$ cat config.mk
export PLATFORM = sky130hd
export DESIGN_NAME = player_bullet_flat
export DESIGN_NICKNAME = d
export VERILOG_FILES = /design/src/rtl/player_bullet_if.sv /design/src/rtl/player_bullet.sv /design/src/flat_wrapper.sv
export SDC_FILE = /design/constraint.sdc
export NUM_CORES = 1
export LEC_CHECK = 0
export CAP_MARGIN = 20
export CORE_MARGIN = 1
export CORE_UTILIZATION = 44
export CTS_CLUSTER_SIZE = 40
export DETAILED_ROUTE_END_ITERATION = 8
export HOLD_SLACK_MARGIN = 0.05
export PLACE_DENSITY = 0.87
export SETUP_SLACK_MARGIN = 0.2
export SYNTH_ARGS = -nofsm -noshare
export SYNTH_HDL_FRONTEND = slang
export SYNTH_SLANG_ARGS = --single-unit
$ cat constraint.sdc
create_clock -name clk_50MHz -period 6.8 [get_ports clk_50MHz]
set_input_delay 0.68 -clock clk_50MHz [delete_from_list [all_inputs] [get_ports clk_50MHz]]
set_output_delay 0.68 -clock clk_50MHz [all_outputs]
set_load 0.01 [all_outputs]
$ cat src/rtl/player_bullet_if.sv
// Combat-side interface between the player tank logic and its bullet launcher.
// Optional macro: PLAYER_BULLET_SCORE_EN adds hit_count (enemy kills credited to the bullet).
//   master : tank / game logic (drives fire and tank state, reads bullet state)
//   slave  : player_bullet (reads fire and tank state, drives bullet state)
// Signals:
//   fire           debounced fire button level
//   tank_dir       {up,down,left,right} one-hot facing
//   x_tank/y_tank  tank left/top edge
//   tank_detroyed  player tank destroyed
//   enemy_hit      OR of all enemies' destroyed flags
//   brick_hit      per-brick overlap with the bullet
//   x_bullet/y_bullet  bullet left/top edge, parked when inactive
//   bullet_active  bullet in flight
//   shot_pulse     one-cycle pulse per launch
//   hit_count      saturating enemy-hit score (macro only)
interface player_bullet_if #(
  parameter int unsigned NUMBER_OF_BRICK = 100
);
  logic                       fire;
  logic [3:0]                 tank_dir;
  logic [9:0]                 x_tank;
  logic [9:0]                 y_tank;
  logic                       tank_detroyed;
  logic                       enemy_hit;
  logic [NUMBER_OF_BRICK-1:0] brick_hit;
  logic [9:0]                 x_bullet;
  logic [9:0]                 y_bullet;
  logic                       bullet_active;
  logic                       shot_pulse;
`ifdef PLAYER_BULLET_SCORE_EN
  logic [7:0]                 hit_count;

  modport master (
    output fire, tank_dir, x_tank, y_tank, tank_detroyed, enemy_hit, brick_hit,
    input  x_bullet, y_bullet, bullet_active, shot_pulse, hit_count
  );

  modport slave (
    input  fire, tank_dir, x_tank, y_tank, tank_detroyed, enemy_hit, brick_hit,
    output x_bullet, y_bullet, bullet_active, shot_pulse, hit_count
  );
`else
  modport master (
    output fire, tank_dir, x_tank, y_tank, tank_detroyed, enemy_hit, brick_hit,
    input  x_bullet, y_bullet, bullet_active, shot_pulse
  );

  modport slave (
    input  fire, tank_dir, x_tank, y_tank, tank_detroyed, enemy_hit, brick_hit,
    output x_bullet, y_bullet, bullet_active, shot_pulse
  );
`endif
endinterface

$ cat src/rtl/player_bullet.sv
// Player-tank bullet launcher. Latches a fire press, launches a 4x4 bullet from the tank centre
// in the facing direction, moves it once per refresh_tick and retires it on wall, brick, enemy
// hit or tank destruction, followed by a cooldown period.
// Optional macro: PLAYER_BULLET_SCORE_EN adds the saturating hit_count score on the interface.
// Ports:
//   clk_50MHz     system clock
//   reset         synchronous active-high reset
//   x, y          current VGA pixel
//   refresh_tick  one-cycle frame strobe; all bullet state advances only on it
//   bus           player_bullet_if.slave (tank inputs, bullet outputs)
//   bullet_on     pixel (x,y) lies inside the active bullet
module player_bullet #(
  parameter int unsigned NUMBER_OF_BRICK = 100,
  parameter int unsigned BULLET_SPEED    = 4,
  parameter int unsigned X_MIN           = 28,
  parameter int unsigned X_MAX           = 607,
  parameter int unsigned Y_MIN           = 28,
  parameter int unsigned Y_MAX           = 447,
  parameter int unsigned COOLDOWN_FRAMES = 8,
  parameter int unsigned PARK_POS        = 1020
) (
  input  logic            clk_50MHz,
  input  logic            reset,
  input  logic [9:0]      x,
  input  logic [9:0]      y,
  input  logic            refresh_tick,
  player_bullet_if.slave  bus,
  output logic            bullet_on
);

  localparam logic [1:0] IDLE     = 2'd0;
  localparam logic [1:0] FLYING   = 2'd1;
  localparam logic [1:0] COOLDOWN = 2'd2;

  localparam logic [3:0] DIR_UP    = 4'b1000;
  localparam logic [3:0] DIR_DOWN  = 4'b0100;
  localparam logic [3:0] DIR_LEFT  = 4'b0010;
  localparam logic [3:0] DIR_RIGHT = 4'b0001;

  localparam logic [9:0] STEP      = 10'(BULLET_SPEED);
  localparam logic [9:0] PARK      = 10'(PARK_POS);
  localparam logic [9:0] X_LO      = 10'(X_MIN + BULLET_SPEED);
  localparam logic [9:0] X_HI      = 10'(X_MAX - BULLET_SPEED);
  localparam logic [9:0] Y_LO      = 10'(Y_MIN + BULLET_SPEED);
  localparam logic [9:0] Y_HI      = 10'(Y_MAX - BULLET_SPEED);
  localparam logic [9:0] CENTRE    = 10'd14;
  // Zero frames still spends one tick in COOLDOWN before IDLE.
  localparam logic [7:0] COOL_LOAD = (COOLDOWN_FRAMES == 0) ? 8'd0 : 8'(COOLDOWN_FRAMES - 1);

  logic [1:0] state_q, state_d;
  logic [9:0] x_q, x_d;
  logic [9:0] y_q, y_d;
  logic [3:0] dir_q, dir_d;
  logic [7:0] cool_cnt_q, cool_cnt_d;
  logic       fire_pending_q, fire_pending_d;
  logic       fire_q;
  logic       shot_pulse_q;

  logic [NUMBER_OF_BRICK-1:0] brick_hit;
  logic       fire_rise;
  logic       dir_onehot;
  logic       launch;
  logic       retire;

  assign brick_hit  = bus.brick_hit;
  assign fire_rise  = bus.fire & ~fire_q;
  assign dir_onehot = (bus.tank_dir != 4'd0) && ((bus.tank_dir & (bus.tank_dir - 4'd1)) == 4'd0);

`ifdef PLAYER_BULLET_SCORE_EN
  logic [7:0] hit_count_q, hit_count_d;
  logic       score_hit;
`endif

  always_comb begin
    state_d    = state_q;
    x_d        = x_q;
    y_d        = y_q;
    dir_d      = dir_q;
    cool_cnt_d = cool_cnt_q;
    launch     = 1'b0;
    retire     = 1'b0;
`ifdef PLAYER_BULLET_SCORE_EN
    score_hit  = 1'b0;
`endif

    if (refresh_tick) begin
      case (state_q)
        IDLE: begin
          if (fire_pending_q && !bus.tank_detroyed && dir_onehot) begin
            launch  = 1'b1;
            x_d     = bus.x_tank + CENTRE;
            y_d     = bus.y_tank + CENTRE;
            dir_d   = bus.tank_dir;
            state_d = FLYING;
          end
        end
        FLYING: begin
          if (bus.tank_detroyed || bus.enemy_hit || (|brick_hit)) begin
            retire = 1'b1;
`ifdef PLAYER_BULLET_SCORE_EN
            score_hit = bus.enemy_hit;
`endif
          end else begin
            // Bound checks come before the step so the 10-bit positions never wrap.
            unique case (dir_q)
              DIR_UP:    if (y_q < Y_LO) retire = 1'b1; else y_d = y_q - STEP;
              DIR_DOWN:  if (y_q > Y_HI) retire = 1'b1; else y_d = y_q + STEP;
              DIR_LEFT:  if (x_q < X_LO) retire = 1'b1; else x_d = x_q - STEP;
              DIR_RIGHT: if (x_q > X_HI) retire = 1'b1; else x_d = x_q + STEP;
              default:   retire = 1'b1;
            endcase
          end
        end
        COOLDOWN: begin
          if (cool_cnt_q == 8'd0) state_d = IDLE;
          else                    cool_cnt_d = cool_cnt_q - 8'd1;
        end
        default: state_d = IDLE;
      endcase
    end

    if (retire) begin
      x_d        = PARK;
      y_d        = PARK;
      state_d    = COOLDOWN;
      cool_cnt_d = COOL_LOAD;
    end

    // Presses outside IDLE are dropped rather than queued.
    fire_pending_d = fire_pending_q;
    if (refresh_tick && bus.tank_detroyed) fire_pending_d = 1'b0;
    else if (launch)                       fire_pending_d = 1'b0;
    else if (fire_rise && state_q == IDLE) fire_pending_d = 1'b1;

`ifdef PLAYER_BULLET_SCORE_EN
    hit_count_d = hit_count_q;
    if (score_hit && hit_count_q != 8'hFF) hit_count_d = hit_count_q + 8'd1;
`endif
  end

  always_ff @(posedge clk_50MHz) begin
    if (reset) begin
      state_q        <= IDLE;
      x_q            <= PARK;
      y_q            <= PARK;
      dir_q          <= 4'd0;
      cool_cnt_q     <= 8'd0;
      fire_pending_q <= 1'b0;
      fire_q         <= 1'b0;
      shot_pulse_q   <= 1'b0;
    end else begin
      state_q        <= state_d;
      x_q            <= x_d;
      y_q            <= y_d;
      dir_q          <= dir_d;
      cool_cnt_q     <= cool_cnt_d;
      fire_pending_q <= fire_pending_d;
      fire_q         <= bus.fire;
      shot_pulse_q   <= launch;
    end
  end

`ifdef PLAYER_BULLET_SCORE_EN
  always_ff @(posedge clk_50MHz) begin
    if (reset) hit_count_q <= 8'd0;
    else       hit_count_q <= hit_count_d;
  end
  assign bus.hit_count = hit_count_q;
`endif

  assign bus.x_bullet      = x_q;
  assign bus.y_bullet      = y_q;
  assign bus.bullet_active = (state_q == FLYING);
  assign bus.shot_pulse    = shot_pulse_q;

  assign bullet_on = (state_q == FLYING) &&
                     ({1'b0, x} >= {1'b0, x_q}) && ({1'b0, x} <= ({1'b0, x_q} + 11'd3)) &&
                     ({1'b0, y} >= {1'b0, y_q}) && ({1'b0, y} <= ({1'b0, y_q} + 11'd3));

endmodule
$ cat src/flat_wrapper.sv
// flat-port wrapper written by rule: the top's interface ports become plain ports
module player_bullet_flat 
#(
  parameter int unsigned NUMBER_OF_BRICK = 100,
  parameter int unsigned BULLET_SPEED    = 4,
  parameter int unsigned X_MIN           = 28,
  parameter int unsigned X_MAX           = 607,
  parameter int unsigned Y_MIN           = 28,
  parameter int unsigned Y_MAX           = 447,
  parameter int unsigned COOLDOWN_FRAMES = 8,
  parameter int unsigned PARK_POS        = 1020
)
  (clk_50MHz, reset, x, y, refresh_tick, bullet_on, bus_fire, bus_tank_dir, bus_x_tank, bus_y_tank, bus_tank_detroyed, bus_enemy_hit, bus_brick_hit, bus_x_bullet, bus_y_bullet, bus_bullet_active, bus_shot_pulse);
  player_bullet_if #(.NUMBER_OF_BRICK(NUMBER_OF_BRICK)) bus_i ();
  input  logic clk_50MHz;
  input  logic reset;
  input  logic [9:0] x;
  input  logic [9:0] y;
  input  logic refresh_tick;
  output logic bullet_on;
  input wire logic [$bits(bus_i.fire)-1:0] bus_fire;
  input wire logic [$bits(bus_i.tank_dir)-1:0] bus_tank_dir;
  input wire logic [$bits(bus_i.x_tank)-1:0] bus_x_tank;
  input wire logic [$bits(bus_i.y_tank)-1:0] bus_y_tank;
  input wire logic [$bits(bus_i.tank_detroyed)-1:0] bus_tank_detroyed;
  input wire logic [$bits(bus_i.enemy_hit)-1:0] bus_enemy_hit;
  input wire logic [$bits(bus_i.brick_hit)-1:0] bus_brick_hit;
  output wire logic [$bits(bus_i.x_bullet)-1:0] bus_x_bullet;
  output wire logic [$bits(bus_i.y_bullet)-1:0] bus_y_bullet;
  output wire logic [$bits(bus_i.bullet_active)-1:0] bus_bullet_active;
  output wire logic [$bits(bus_i.shot_pulse)-1:0] bus_shot_pulse;
  assign bus_i.fire = bus_fire;
  assign bus_i.tank_dir = bus_tank_dir;
  assign bus_i.x_tank = bus_x_tank;
  assign bus_i.y_tank = bus_y_tank;
  assign bus_i.tank_detroyed = bus_tank_detroyed;
  assign bus_i.enemy_hit = bus_enemy_hit;
  assign bus_i.brick_hit = bus_brick_hit;
  assign bus_x_bullet = bus_i.x_bullet;
  assign bus_y_bullet = bus_i.y_bullet;
  assign bus_bullet_active = bus_i.bullet_active;
  assign bus_shot_pulse = bus_i.shot_pulse;
  player_bullet #(.NUMBER_OF_BRICK(NUMBER_OF_BRICK), .BULLET_SPEED(BULLET_SPEED), .X_MIN(X_MIN), .X_MAX(X_MAX), .Y_MIN(Y_MIN), .Y_MAX(Y_MAX), .COOLDOWN_FRAMES(COOLDOWN_FRAMES), .PARK_POS(PARK_POS)) u_core (.clk_50MHz(clk_50MHz), .reset(reset), .x(x), .y(y), .refresh_tick(refresh_tick), .bus(bus_i), .bullet_on(bullet_on));
endmodule
==> impl_results.md, run 1 <==
* Post-synthesis cell area at 0.00398 mm^2
* Yosys cell types at 57
* Leakage at 0.00242 uW
* Number of synthesized register bits at 37
* Final hold viol count at 0
* Syn Nets at 722
* Tcrit/Tclk final at 60.7%
* Hold Crit Depth at 2
* Starting Density at 45.5%
* Final GP Congestion at 0.991
* Crit-path max FO at 6
* Worst r2r src: u_core.dir_q[0]
* Clock-pin slew on the worst setup and hold paths at 0.07 ns
* Core area at 0.00876 mm^2
* Max Cap Viol at 0
* Wirelength per Cell at 15.6 um
* Status: finished, final reports clean
* Die ar. at 0.00944 mm^2
* Post-cts gate resize count at 0
* RSZ-0062 raised after global routing: no
* # Post-CTS Setup Buffers at 0
* CP Class: flop to output pin
* Async SR Flop Fraction at 0%
* GRT Overall Usage at 25.7%
* Area Growth Syn to Fin at 47.4%
* CTS tree: done
* Startpoint types: flop
* Max Slew Vio Count at 0
* Hold buffer count at CTS at 0
* CP peak stage delay at 0.52 ns
* I/O Buffers at 172
* Reg2reg setup slack at 3.79 ns
* Largest net degree at the start of global routing at 24
* Minimum clock period at 4.13 ns
* Cell count after synthesis at 512
* Fin cells at 787
* Chip Height at 97.2 um
* Reg2reg path depth at 10
* Cell Pwr Density at 93.4 mW/mm^2
* Most used DFF post-synth: dfxtp_1
* Clock Tree Buf Depth at 2
* Met3 GRT Util at 3.38%
* Gr ovfl total at 0
* Fin Clk Skew at 0.00652 ns
* Root buffer cell: clkbuf_8
* Setup TNS at 0 ns
* Met2 GRT Util at 47.8%
* VDD IR max at 0.0857 mV
* Worst Hold Class: flop to flop
* Hold Crit Endpoint: u_core.bus.y_bullet[0]
* DR pass1 iterations at 7
* Synthesized area per cell at 7.78 um^2
* Arrival time at the worst endpoint at 3.45 ns
* Antenna cells at 0
* Drt via density at 5.81
* Number of global-route vias before repair at 4585
* Vias at 4571
* Initial antenna violation count at 0
* Global-route wire length before repair at 20.3 mm
* Width of the chip at 97.2 um
* CP endpoint kind: output pin
* CTS Buf Count at 5
* TritonCTS Sinks at 37
* Setup slack after layout at 2.67 ns
* I/O Pins at 173
* FP Rows at 34
* H-tree depth at 2
* RR Endpoint: u_core.bus.x_bullet[9]
* Worst slew pin tran at 0.788 ns
* Final setup viols at 0
* CP Data Required Time at 6.12 ns
* Clk Latency, worst-skew pair at 0.29 ns
* Post-route antenna net violation count at 0
* Post-Place Setup Slack at 3.01 ns
* Met1 global-route usage at 30.1%
* Global route hottest layer: met2
* Worst slew margin at 47.3%
* Initial DRC count at 256
* Total Routed Length at 12.2 mm
* EDFF count, synth at 0
* Crit-path cells: inv_1, ha_1, nor3_1, nand4_1, xnor2_1, ha_1, a21o_1, a21oi_1, a21oi_1, a311oi_1, and3_1, clkdlybuf4s50_1
* CP max-delay cell: clkdlybuf4s50_1
* DRC at 0
* Share of layout cells above drive strength 1 at 2.65%
* Placed cells at 780
* DP HPWL at 10.3 mm
* Synth warnings at 0
* Net count, final at 889
* Worst hold start: u_core.bus.y_bullet[0]
* Fmax at 0.242 GHz
* Sequential-to-total area share from yosys stat at 18.6%
## where the power goes
group | total, uW | internal [uW] | switching [uW]
clock | 157 | 80.4 | 76.7
combinational | 169 | 107 | 61.5
sequential | 222 | 219 | 3.16
total | 548 | 407 | 141
## routing by layer
layer,wire length [um],share of wire (%)
met1,4920,40
met4,272,2.2
met2,6300,51
met3,758,6.2
met5,0,0
## registers in the layout (all words and copies together) (netlist names)
signal and count:
u_core.bus.x_bullet 10, u_core.bus.y_bullet 10, u_core.cool_cnt_q 8, u_core.dir_q 4, u_core.state_q 2, u_core.bus.shot_pulse 1, u_core.fire_pending_q 1, u_core.fire_q 1
## how the worst max path moves through the flow
stage / startpoint / to / cells past startpoint
2_1_floorplan: u_core.bus.y_bullet[2] / bullet_on / 13
6_report: u_core.bus.x_bullet[0] / bullet_on / 12
3_5_place_dp: u_core.bus.y_bullet[2] / bullet_on / 13
5_1_grt: u_core.bus.y_bullet[2] / bullet_on / 13
3_3_place_gp: u_core.bus.y_bullet[2] / bullet_on / 13
4_1_cts: u_core.bus.y_bullet[2] / bullet_on / 13
## layout by cell type, fill, tap and decap left out, drive strengths merged, types with 3 or more instances in the layout
cell / count
xnor2: 34
a31oi: 3
ha: 58
nand4: 15
xor2: 12
nand3: 19
a21oi: 39
and3: 5
nor2b: 7
a21o: 9
o31ai: 4
nor4: 29
inv: 43
a211oi: 4
o211ai: 20
o21a: 3
nor2: 33
dfxtp: 37
nand2b: 5
o21ai: 24
nand2: 44
clkbuf: 7
clkdlybuf4s50: 172
or3: 5
o2111ai: 4
nor3: 11
## worst max-delay path, delay by kind of cell (launching register included)
kind            cells  cell delay [ns]
simple gates        3             0.64
flops               1             0.45
buf+inv             2             0.62
xor+xnor            1             0.15
fa+ha+maj           2             0.54
compound gates      4             0.74
## through the flow
stage / utilization, % / power [uW] / cell area (um^2) / hold slack, ns
after global placement: 66.0 / 389 / 5780 / 0.494
after detailed placement: 66.0 / 395 / 5780 / 0.508
after floorplan: - / 283 / 3980 / 0.479
final: 67.0 / 548 / 5870 / 0.521
after CTS: 67.0 / 548 / 5870 / 0.521
after global routing: 67.0 / 574 / 5870 / 0.563
## Yosys cell counts, types with 8 or more instances
library cell	n	area share [%]
a21o_1	9	1.7
a21oi_1	38	4.8
clkbuf_1	8	0.75
dfxtp_1	37	19
ha_1	58	18
inv_1	43	4.1
nand2_1	42	4.0
nand3_1	19	2.4
nand4_1	15	2.4
nor2_1	33	3.1
nor3_1	10	1.3
nor4_1	27	4.2
o211ai_1	20	3.8
o21ai_0	20	2.5
xnor2_1	34	7.5
xor2_1	12	2.6
## kinds of logic after synthesis
group           count (synthesis)  share of synthesized area (%)
xor+xnor                       46                           10.1
compound gates                134                           23.1
flops                          37                           18.6
mux                             2                          0.503
buf+inv                        55                           5.46
fa+ha+maj                      60                           19.2
simple gates                  178                           23.0
## layout make-up
type	count	area (um^2)
flip-flops and latches	37	741
fillers	710	2890
repair buffers	172	1720
inverters	43	161
clock buffers	7	86.3
multi-input cells	420	3030
well taps	108	135
Note: power is estimated with default switching activity, not from simulation.
==> run 2: changes to the inputs <==
clock period = 4.3 ns   (was 6.8 ns; I/O delays follow)
==> impl_results.md, run 2 (synthesis gave the netlist of run 1 again) <==
* Status: finished, final reports clean
* Sequential share of power at 40.9%
* Area Growth Syn to Fin at 48.0%
* Met2 GRT Util at 48.4%
* TritonCTS Sinks at 37
* Total Routed Length at 12.4 mm
* Fin Clk Skew at 0.00827 ns
* Final GP Congestion at 0.961
* Met3 GRT Util at 3.81%
* Crit-path cells: inv_1, ha_1, nor2_2, nand3_1, xnor2_1, ha_1, a21o_1, a21oi_1, a21oi_1, o41ai_1, a41oi_1, a311oi_1, and3_1, clkdlybuf4s50_1
* Int Pwr at 632 uW
* Drt via density at 5.80
* Width of the chip at 97.2 um
* CP Data Required Time at 3.87 ns
* Chip Height at 97.2 um
* Crit-path max FO at 6
* DR pass1 iterations at 4
* # Post-CTS Setup Buffers at 0
* DP HPWL at 10.4 mm
* Net Sw Power at 227 uW
* Post-route antenna net violation count at 0
* Number of global-route vias before repair at 4585
* Final setup viols at 0
* Antenna cells at 0
* Largest net degree at the start of global routing at 24
* Post-cts gate resize count at 0
* Global route hottest layer: met2
* Arrival time at the worst endpoint at 3.42 ns
* Wirelength per Cell at 15.7 um
* VDD IR max at 0.105 mV
* Gr ovfl total at 0
* Clock-pin slew on the worst setup and hold paths at 0.08 ns
* Share of layout cells above drive strength 1 at 3.37%
* Initial antenna violation count at 0
* Top Family by Delay on Critical Path: compound AO/OA/AOI/OAI gates
* Final hold viol count at 0
* Setup TNS at 0 ns
* Tcrit/Tclk final at 89.4%
* Worst Path Buf+Inv at 2
* RSZ-0062 raised after global routing: no
* Met1 global-route usage at 30.3%
* Sw Share at 26.4%
* Cell Pwr Density at 146 mW/mm^2
* CP max-delay cell: clkdlybuf4s50_1
* Die ar. at 0.00944 mm^2
* Net count, final at 892
* Placed cells at 783
* Max Slew Vio Count at 0
* Gate power share at 31.3%
* Vias at 4584
* Hold buffer count at CTS at 0
* Clock Tree Buf Depth at 2
* Fmax at 0.260 GHz
* Root buffer cell: clkbuf_8
* Core area at 0.00876 mm^2
* CP peak stage delay at 0.52 ns
* H-tree depth at 2
* FP Rows at 34
* Clock share of power at 27.8%
* Startpoint types: flop
* Starting Density at 45.5%
* Initial DRC count at 236
* CTS Buf Count at 5
* Commonest non-fill, non-tap cell in the layout: clkdlybuf4s50_1
* Clk Latency, worst-skew pair at 0.30 ns
* I/O Pins at 173
* Global-route wire length before repair at 20.4 mm
* Leakage at 0.00243 uW
* Minimum clock period at 3.85 ns
* I/O Buffers at 172
* Hold WS at 0.525 ns
* Max Cap Viol at 0
* CP Class: flop to output pin
* Fin cells at 791
* Most frequent cells in the layout: clkdlybuf4s50_1 (172), ha_1 (58), inv_1 (43)
* Worst Hold Class: flop to flop
* DRC at 0
* CP endpoint kind: output pin
* GRT Overall Usage at 26.1%
* CTS tree: done
* Worst slew margin at 48.4%
* Worst slew pin tran at 0.769 ns
==> run 2: cell types whose count changed in the layout (fill, tap and decap cells not counted), sizes merged <==
cell    change
buf         +3
clkbuf      +1
==> run 2: layout make-up <==
class	instances	area, um^2
Multi-Input combinational cell	420	3030
Fill cell	698	2870
Timing Repair Buffer	175	1740
Sequential cell	37	742
Inverter	43	161
Tap cell	108	135
Clock buffer	8	80.1
==> run 2: power by group through the flow <==
stage          Combinational [uW]  Clock [uW]  Sequential [uW]
4_1_cts                       268         238              351
2_1_floorplan                89.0           0              358
5_1_grt                       291         254              352
6_report                      268         239              351
3_5_place_dp                  266           0              359
3_3_place_gp                  257           0              359
==> run 2: final timing paths <==
path	start	endpoint	slack [ns]	cells past startpoint
setup reg to reg	u_core.dir_q[0]	u_core.bus.x_bullet[9]	1.32	10
hold reg to reg	u_core.cool_cnt_q[4]	u_core.cool_cnt_q[4]	0.52	2
setup / recovery	u_core.bus.y_bullet[0]	bullet_on	0.45	14
hold / removal	u_core.cool_cnt_q[4]	u_core.cool_cnt_q[4]	0.52	2
==> run 2: worst min-delay path: stages, from the launching register on <==
cell     delay [ns]
dfxtp_1        0.35
o21ai_0        0.08
a21oi_1        0.06
==> run 2: metal layers <==
metal	share of wire (%)	vias up	routed length, um
li1	-	2243	-
met1	40	2126	4980
met2	51	186	6370
met3	5.9	29	736
met4	2.5	0	310
met5	0	-	0
==> run 2: through the flow <==
step | setup slack [ns] | power [uW] | instance area [um^2] | utilization (%)
2_1_floorplan | 1.38 | 447 | 3980 | -
3_3_place_gp | 0.863 | 616 | 5810 | 66.3
3_5_place_dp | 0.715 | 625 | 5810 | 66.3
4_1_cts | 0.395 | 857 | 5890 | 67.2
5_1_grt | 0.211 | 896 | 5900 | 67.3
6_report | 0.454 | 858 | 5900 | 67.3
==> run 3: changes to the inputs <==
SLEW_MARGIN = 20   (was default)
==> results of run 3 <==
No change in the layout: final DEF, timing and power equal those of run 2.
